`src/rtl/egress_pkg.sv`:
```
// Shared types and constants for the egress drain engine.
// Header layout helper lives here so tx and tests agree.
package egress_pkg;

  typedef enum logic [2:0] {
    S_IDLE,
    S_REQ,
    S_WAITV,
    S_LATCH,
    S_HDR0,
    S_HDR1,
    S_PAY,
    S_GAP
  } state_e;

  localparam int HDR_BYTES = 2;
  localparam int MIN_GAP   = 3;

  function automatic logic [7:0] hdr0(
    input logic [11:0] t,
    input logic [3:0]  mask
  );
    return {t[11:8], mask};
  endfunction

endpackage

```
`src/rtl/egress_tx_ctrl_if.sv`:
```
// Queue read side plus serial tx side of one egress port.
// master = drain engine, slave = queue and downstream.
interface egress_tx_ctrl_if;

  logic        ptr_fifo_empty;
  logic        ptr_fifo_rd;
  logic        packet_rd_valid;
  logic [15:0] ptr_fifo_dout;
  logic        data_fifo_rd;
  logic [7:0]  data_fifo_dout;
  logic        tx_rdy;
  logic        tx_sof;
  logic        tx_dv;
  logic [7:0]  tx_data;

  modport master (
    input  ptr_fifo_empty,
    input  packet_rd_valid,
    input  ptr_fifo_dout,
    input  data_fifo_dout,
    input  tx_rdy,
    output ptr_fifo_rd,
    output data_fifo_rd,
    output tx_sof,
    output tx_dv,
    output tx_data
  );

  modport slave (
    output ptr_fifo_empty,
    output packet_rd_valid,
    output ptr_fifo_dout,
    output data_fifo_dout,
    output tx_rdy,
    input  ptr_fifo_rd,
    input  data_fifo_rd,
    input  tx_sof,
    input  tx_dv,
    input  tx_data
  );

endinterface

```
`src/rtl/egress_tx_ctrl_tx_frame_shift.sv`:
```
// Output stage: header byte 1 is parked one cycle so that
// RAM bytes (one cycle late) line up right behind it.
module tx_frame_shift (
  input  logic       clk,
  input  logic       rstn,
  input  logic       start_i,
  input  logic [7:0] hdr0_i,
  input  logic [7:0] hdr1_i,
  input  logic       pay_i,
  input  logic [7:0] din_i,
  output logic       sof_o,
  output logic       dv_o,
  output logic [7:0] data_o
);

  logic       hdr1_vld_q;
  logic [7:0] hdr1_q;
  logic       sof_q;
  logic       dv_q;
  logic [7:0] data_q;

  // start, header-1 slot and payload strobe never overlap
  always_ff @(posedge clk or negedge rstn) begin
    if (!rstn) begin
      hdr1_vld_q <= 1'b0;
      hdr1_q     <= '0;
      sof_q      <= 1'b0;
      dv_q       <= 1'b0;
      data_q     <= '0;
    end else begin
      hdr1_vld_q <= start_i;
      if (start_i) hdr1_q <= hdr1_i;
      sof_q <= start_i;
      dv_q  <= start_i | hdr1_vld_q | pay_i;
      unique case (1'b1)
        start_i:    data_q <= hdr0_i;
        hdr1_vld_q: data_q <= hdr1_q;
        pay_i:      data_q <= din_i;
        default:    data_q <= '0;
      endcase
    end
  end

  assign sof_o  = sof_q;
  assign dv_o   = dv_q;
  assign data_o = data_q;

endmodule

```
`src/rtl/egress_tx_ctrl.sv`:
```
// Drains one descriptor at a time from the port queue and
// reframes the payload with a regenerated 2-byte header.
module egress_tx_ctrl
  import egress_pkg::*;
#(
  parameter logic [3:0] PORT_MASK     = 4'b0001,
  parameter int         IFG           = 4,
  parameter int         VALID_TIMEOUT = 64,
  parameter int         LEN_WIDTH     = 12
) (
  input  logic              clk,
  input  logic              rstn,
  egress_tx_ctrl_if.master  bus,
  output logic              busy,
  output logic              err
);

  localparam int GAP_N = (IFG < MIN_GAP) ? MIN_GAP : IFG;
  localparam int TW    = $clog2(VALID_TIMEOUT + 1);
  localparam logic [3:0]    GAP_LAST = 4'(GAP_N - 1);
  localparam logic [TW-1:0] TMO_LAST = TW'(VALID_TIMEOUT - 2);
  localparam logic [LEN_WIDTH-1:0] MAX_N =
    LEN_WIDTH'((1 << LEN_WIDTH) - 1 - HDR_BYTES);
  localparam logic [LEN_WIDTH-1:0] ONE = LEN_WIDTH'(1);

  state_e               state_q, state_d;
  logic [LEN_WIDTH-1:0] rd_cnt_q, rd_cnt_d;
  logic [LEN_WIDTH-1:0] byte_cnt_q, byte_cnt_d;
  logic [TW-1:0]        tmo_q, tmo_d;
  logic [3:0]           gap_q, gap_d;
  logic                 data_rd_q, data_rd_d;
  logic                 ptr_rd_q;
  logic                 busy_q;
  logic                 err_q, err_d;

  logic [LEN_WIDTH-1:0] n;
  logic [LEN_WIDTH-1:0] t;
  logic                 ovf;
  logic                 start;
  logic                 pay;
  logic                 unused_hi;

  assign unused_hi = ^bus.ptr_fifo_dout[15:LEN_WIDTH];

  assign n   = bus.ptr_fifo_dout[LEN_WIDTH-1:0];
  assign ovf = n > MAX_N;
  assign t   = ovf ? '1 : n + LEN_WIDTH'(HDR_BYTES);

  // state register and every registered output
  always_ff @(posedge clk or negedge rstn) begin
    if (!rstn) begin
      state_q    <= S_IDLE;
      rd_cnt_q   <= '0;
      byte_cnt_q <= '0;
      tmo_q      <= '0;
      gap_q      <= '0;
      data_rd_q  <= 1'b0;
      ptr_rd_q   <= 1'b0;
      busy_q     <= 1'b0;
      err_q      <= 1'b0;
    end else begin
      state_q    <= state_d;
      rd_cnt_q   <= rd_cnt_d;
      byte_cnt_q <= byte_cnt_d;
      tmo_q      <= tmo_d;
      gap_q      <= gap_d;
      data_rd_q  <= data_rd_d;
      ptr_rd_q   <= (state_d == S_REQ);
      busy_q     <= (state_d != S_IDLE);
      err_q      <= err_d;
    end
  end

  // next state; the read window runs on its own counter
  always_comb begin
    state_d    = state_q;
    rd_cnt_d   = rd_cnt_q;
    byte_cnt_d = byte_cnt_q;
    tmo_d      = tmo_q;
    gap_d      = gap_q;
    data_rd_d  = 1'b0;
    err_d      = 1'b0;
    start      = 1'b0;
    pay        = 1'b0;
    if (data_rd_q) begin
      rd_cnt_d  = rd_cnt_q - ONE;
      data_rd_d = (rd_cnt_q != ONE);
    end
    unique case (state_q)
      S_IDLE: begin
        if (!bus.ptr_fifo_empty && bus.tx_rdy)
          state_d = S_REQ;
      end
      S_REQ: begin
        state_d = S_WAITV;
        tmo_d   = '0;
      end
      S_WAITV: begin
        if (bus.packet_rd_valid) begin
          state_d = S_LATCH;
        end else if (tmo_q == TMO_LAST) begin
          state_d = S_GAP;
          err_d   = 1'b1;
          gap_d   = GAP_LAST;
        end else begin
          tmo_d = tmo_q + TW'(1);
        end
      end
      S_LATCH: begin
        state_d    = S_HDR0;
        start      = 1'b1;
        err_d      = ovf;
        data_rd_d  = 1'b1;
        rd_cnt_d   = (n == '0) ? ONE : n;
        byte_cnt_d = n;
      end
      S_HDR0: state_d = S_HDR1;
      S_HDR1, S_PAY: begin
        state_d = S_PAY;
        pay     = (byte_cnt_q != '0);
        if (pay) begin
          byte_cnt_d = byte_cnt_q - ONE;
        end else begin
          state_d = S_GAP;
          gap_d   = GAP_LAST;
        end
      end
      S_GAP: begin
        if (gap_q == 4'd0) state_d = S_IDLE;
        else               gap_d   = gap_q - 4'd1;
      end
      default: state_d = S_IDLE;
    endcase
  end

  tx_frame_shift u_shift (
    .clk     (clk),
    .rstn    (rstn),
    .start_i (start),
    .hdr0_i  (hdr0(t[11:0], PORT_MASK)),
    .hdr1_i  (t[7:0]),
    .pay_i   (pay),
    .din_i   (bus.data_fifo_dout),
    .sof_o   (bus.tx_sof),
    .dv_o    (bus.tx_dv),
    .data_o  (bus.tx_data)
  );

  assign bus.ptr_fifo_rd  = ptr_rd_q;
  assign bus.data_fifo_rd = data_rd_q;
  assign busy             = busy_q;
  assign err              = err_q;

endmodule

```
`src/flat_wrapper.sv`:
```
// flat-port wrapper written by rule: the top's interface ports become plain ports
module egress_tx_ctrl_flat import egress_pkg::*;
#(
  parameter logic [3:0] PORT_MASK     = 4'b0001,
  parameter int         IFG           = 4,
  parameter int         VALID_TIMEOUT = 64,
  parameter int         LEN_WIDTH     = 12
)
  (clk, rstn, busy, err, bus_ptr_fifo_empty, bus_packet_rd_valid, bus_ptr_fifo_dout, bus_data_fifo_dout, bus_tx_rdy, bus_ptr_fifo_rd, bus_data_fifo_rd, bus_tx_sof, bus_tx_dv, bus_tx_data);
  egress_tx_ctrl_if bus_i ();
  input  logic clk;
  input  logic rstn;
  output logic busy;
  output logic err;
  input wire logic [$bits(bus_i.ptr_fifo_empty)-1:0] bus_ptr_fifo_empty;
  input wire logic [$bits(bus_i.packet_rd_valid)-1:0] bus_packet_rd_valid;
  input wire logic [$bits(bus_i.ptr_fifo_dout)-1:0] bus_ptr_fifo_dout;
  input wire logic [$bits(bus_i.data_fifo_dout)-1:0] bus_data_fifo_dout;
  input wire logic [$bits(bus_i.tx_rdy)-1:0] bus_tx_rdy;
  output wire logic [$bits(bus_i.ptr_fifo_rd)-1:0] bus_ptr_fifo_rd;
  output wire logic [$bits(bus_i.data_fifo_rd)-1:0] bus_data_fifo_rd;
  output wire logic [$bits(bus_i.tx_sof)-1:0] bus_tx_sof;
  output wire logic [$bits(bus_i.tx_dv)-1:0] bus_tx_dv;
  output wire logic [$bits(bus_i.tx_data)-1:0] bus_tx_data;
  assign bus_i.ptr_fifo_empty = bus_ptr_fifo_empty;
  assign bus_i.packet_rd_valid = bus_packet_rd_valid;
  assign bus_i.ptr_fifo_dout = bus_ptr_fifo_dout;
  assign bus_i.data_fifo_dout = bus_data_fifo_dout;
  assign bus_i.tx_rdy = bus_tx_rdy;
  assign bus_ptr_fifo_rd = bus_i.ptr_fifo_rd;
  assign bus_data_fifo_rd = bus_i.data_fifo_rd;
  assign bus_tx_sof = bus_i.tx_sof;
  assign bus_tx_dv = bus_i.tx_dv;
  assign bus_tx_data = bus_i.tx_data;
  egress_tx_ctrl #(.PORT_MASK(PORT_MASK), .IFG(IFG), .VALID_TIMEOUT(VALID_TIMEOUT), .LEN_WIDTH(LEN_WIDTH)) u_core (.clk(clk), .rstn(rstn), .bus(bus_i), .busy(busy), .err(err));
endmodule
```
`config.mk`:
```
export PLATFORM = sky130hd
export DESIGN_NAME = egress_tx_ctrl_flat
export DESIGN_NICKNAME = d
export VERILOG_FILES = /design/src/rtl/egress_pkg.sv /design/src/rtl/egress_tx_ctrl_if.sv /design/src/rtl/egress_tx_ctrl_tx_frame_shift.sv /design/src/rtl/egress_tx_ctrl.sv /design/src/flat_wrapper.sv
export SDC_FILE = /design/constraint.sdc
export NUM_CORES = 1
export LEC_CHECK = 0
export BUFFER_PORTS_ARGS = -buffer_cell sky130_fd_sc_hd__buf_2
export CORE_ASPECT_RATIO = 1.4
export CORE_UTILIZATION = 40
export CTS_BUF_LIST = sky130_fd_sc_hd__clkbuf_8 sky130_fd_sc_hd__clkbuf_16
export DETAILED_ROUTE_END_ITERATION = 8
export GPL_TIMING_DRIVEN = 0
export SLEW_MARGIN = 5
export SYNTH_ARGS = -nofsm -noshare
export SYNTH_HDL_FRONTEND = slang
export SYNTH_SLANG_ARGS = --single-unit
```
`constraint.sdc`:
```
create_clock -name clk -period 2 [get_ports clk]
set_input_delay 0 -clock clk [delete_from_list [all_inputs] [get_ports clk]]
set_output_delay 0 -clock clk [all_outputs]
set_load 0.05 [all_outputs]
```
==> metrics.md <==
| Metric | Value |
|---|---|
| Status | finished clean |
| Reg2reg path depth | 5 |
| Area occupied by multi-input gates | 1749 µm² |
| Async S/R FF share, synth | 100.0% |
| Top cell type by total area after synthesis | dfrtp_1 |
| Routed Antenna Nets | 0 |
| Worst Setup Start Kind | register |
| Port Buf Inserts | 36 |
| Unique masters post-synth | 57 |
| Register area | 1505 µm² |
| Worst vdd ir | 0.0007250 V |
| Row Count | 38 |
| EDFF count, synth | 0 |
| Global-route wire length before repair | 14,250 µm |
| Die Height | ~110 µm |
| Fraction of layout cells with a size suffix above 1 | 24.37% |
| WP data arrival | 2.18 ns |
| Post-Syn Nets | 392 |
| Hold WC Path Type | in -> reg |
| DR vias/cell | around 5.6 |
| CTS root buffer | clkbuf_8 |
| Worst setup margin | 0.04437 ns |
| Layout Nets | 471 |
| Mapped Area | between 3000 and 4000 µm² |
| HP Start | bus_ptr_fifo_dout[5] |
| Mean area per synthesized cell | 9.146 µm² |
| Yosys Warn Count | 0 |
| Busiest grt layer | met2 |
| Number of fill cells | 714 |
| P&R area growth vs syn | 29.25% |
| PwrDens | roughly 1600 nW/µm² |
| Post-layout min period | 1.956 ns |
| Pin slew with the least headroom to its limit | 0.7678 ns |
| CTS HTree Levels | 3 |
| Final setup violation count | 0 |
| Core Box Area | 7797 µm² |
| Worst Hold Endpoint | u_core.rd_cnt_q[5]$_DFFE_PN0P_ |
| Total power | 0.006822 W |
| Clk_lat worst skew | 0.35 ns |
| CTS Sinks | 60 |
| Post-route non-filler standard cell count | 539 |
| RR Endpoint | u_core.rd_cnt_q[9]$_DFFE_PN0P_ |
| Hold depth | 3 |
| Setup TNS Final | 0 ns |
| CP required | between 2 and 2.5 ns |
| Clock Path Buffers | 2 |
| Post-synth top area share | 46.24% |
| Gate Count Post-Synth | roughly 360 |
| CTS tree | done |
| Starting Density | 41.64% |
| Wirelength, routed | between 8000 and 9000 µm |
| Max-Cap Viols | 0 |
| Clk slew on worst S/H paths | 0.06 ns |
| Highest Clock Rate | 0.5113 GHz |
| Routed WL per cell | 16.37 µm |
| Worst Path Class, Setup | reg -> reg |
| Antenna cells | 0 |
| Post-place setup slack | -0.4470 ns |
| Total global-route track usage | 22.16% |
| Vias in the first global route | 2,972 |
| HPWL Detailed | 5934 µm |
| Area of the die | 8487 µm² |
| Met2 Resource Use GR | 37.84% |
| Synthesized flop and latch total | 60 |
| RSZ-0062 raised after global routing | yes |
| Total gr overflow | 0 |
| Reg2reg start | u_core.rd_cnt_q[3]$_DFFE_PN0P_ |
| CP Max Fanout | 4 |
| Fin. max-slew vios | 0 |
| Met1 Usage GRT | between 20% and 30% |
| Met3 Usage GRT | around 3.4% |
| Max-slew headroom | ~49% |
| Reg2Reg Setup Slack | roughly 0.044 ns |
| Pin count of the biggest net entering global routing | 61 |
| 1st-iter DRT viols | 147 |
| Die width | 78.15 µm |
| Initial antenna violation count | 0 |
| Io pins | between 40 and 50 |
| Via Count | 3,028 |
| Top FF cell, synth | dfrtp_1 |
| Critical Path Sink Type | register |
| DRC viols | 0 |
| Worst-case clock skew | 0.008712 ns |
| Top post-synthesis cells by area | dfrtp_1 (46%), o21ai_0 (6.0%), nor2_1 (4.4%), nand2_1 (3.7%), ha_1 (3.1%) |
| TritonCTS buffer count | 9 |
| GP Congestion | 0.9052 |
| Final Hold Vio Count | 0 |
| Placed insts | 491 |
| Sequential area share after synthesis | a little under half |
| First-pass DRT Iterations | 4 |
| Pleak | 1.807 nW |
| Final period utilization | a little over nine tenths |
-- critical path, stage by stage, from the launching register on --
cell	delay, ns
dfrtp_1	0.43
or4_4	0.50
or2_4	0.25
or4_4	0.43
xor2_2	0.15
o21ai_2	0.06
-- placed cells by master, fill, tap and decap left out, drive strengths merged, types with 2 or more instances in the layout --
cell          n
inv          10
a22o          5
nor4          7
or3b          3
a21oi        19
dfrtp        60
or4b          2
buf          54
xor2         11
nand3        12
o41ai         2
nor3b         4
a222oi        2
or2           3
o31ai         4
a31oi         6
and2          3
nand2        32
or3           2
or4           3
nor3         10
ha            8
o22a          3
and3          5
o21ai        40
clkbuf       25
nor2         38
dlygate4sd3  19
nand4         6
clkinv        3
a22oi         3
xnor2         9
nand2b        7
-- cell type report --
cell class / instances / share of cell area, %
plain buffers: 17 / 2.147
clock buffers: 11 / 3.608
clock inverters: 5 / 1.222
inverters: 10 / 0.9243
multi-input cells: 266 / 41.68
flip-flops and latches: 60 / 35.87
well taps: 100 / 2.982
repair buffers: 70 / 11.57
-- cell families after synthesis --
| kind of cell | count (synthesis) | synth area share [%] |
|---|---|---|
| AO/OA/AOI/OAI | 97 | 19.04 |
| XOR/XNOR | 20 | 5.395 |
| AND/OR/NAND/NOR | 140 | 22.27 |
| flip-flops | 60 | 46.24 |
| adder cells (fa/ha/maj) | 8 | 3.083 |
| buffers and inverters | 29 | 3.661 |
| multiplexers | 1 | 0.3083 |
-- metal layers --
layer / wire length [µm] / vias up
li1: - / 1441
met1: 3586 / 1472
met2: 4533 / 88
met3: 307 / 27
met4: 397 / 0
met5: 0 / -
-- where the power goes --
group          internal [W]  switching, W
registers           0.00176      0.000506
clock network      0.000634      0.000481
logic               0.00137       0.00207
-- repair_timing --
| item | 4_1_cts | 5_1_grt |
|---|---|---|
| gates resized for setup | 18 | 24 |
| cloned | 0 | 1 |
| hold buffers | 19 | 0 |
| pin swaps | 1 | 4 |
| setup buffers | 6 | 8 |
| setup endpoints to repair | 25 | 40 |
| hold endpoints to repair | 80 | 0 |
-- flip-flops by register name, indices dropped and copies added (netlist names) --
name                     count
u_core.byte_cnt_q           12
u_core.rd_cnt_q             12
u_core.u_shift.data_o        8
u_core.u_shift.hdr1_q        8
u_core.tmo_q                 7
u_core.gap_q                 4
u_core.state_q               3
u_core.bus.data_fifo_rd      1
u_core.bus.ptr_fifo_rd       1
u_core.busy                  1
u_core.err                   1
u_core.u_shift.dv_o          1
u_core.u_shift.sof_o         1
-- how the worst max path moves through the flow --
stage | startpoint | endpoint | cells after the start
6_report | u_core.rd_cnt_q[3]$_DFFE_PN0P_ | u_core.rd_cnt_q[9]$_DFFE_PN0P_ | 5
5_1_grt | u_core.rd_cnt_q[5]$_DFFE_PN0P_ | u_core.rd_cnt_q[9]$_DFFE_PN0P_ | 5
4_1_cts | u_core.rd_cnt_q[4]$_DFFE_PN0P_ | u_core.rd_cnt_q[9]$_DFFE_PN0P_ | 5
3_5_place_dp | u_core.byte_cnt_q[0]$_DFFE_PN0P_ | u_core.u_shift.data_o[5]$_DFF_PN0_ | 8
3_3_place_gp | u_core.byte_cnt_q[0]$_DFFE_PN0P_ | u_core.u_shift.data_o[5]$_DFF_PN0_ | 8
2_1_floorplan | u_core.bus.data_fifo_rd$_DFF_PN0_ | u_core.rd_cnt_q[9]$_DFFE_PN0P_ | 5
-- per-stage QoR --
step	util, %	hold slack (ns)	instance area (µm²)
after floorplan	-	-0.2956	3248
after global placement	45.57	0.2194	3553
after detailed placement	45.60	0.1285	3556
after CTS	51.91	0.01367	4048
after global routing	53.82	0.04046	4197
final	53.82	0.04740	4197
-- cells in the mapped netlist, types with 3 or more instances --
library cell	number
dfrtp_1	60
nand3_1	12
a31oi_1	5
a22oi_1	3
xnor2_1	9
a21oi_1	19
nor2_1	38
o22a_1	3
o21ai_0	39
xor2_1	11
nor3_1	10
nor4_1	7
ha_1	8
and3_1	5
o31ai_1	4
clkbuf_1	16
a22o_1	5
and2_1	3
nand4_1	5
inv_1	9
nor3b_1	4
nand2_1	32
nand2b_1	7
(Power assumes the default switching activity.)
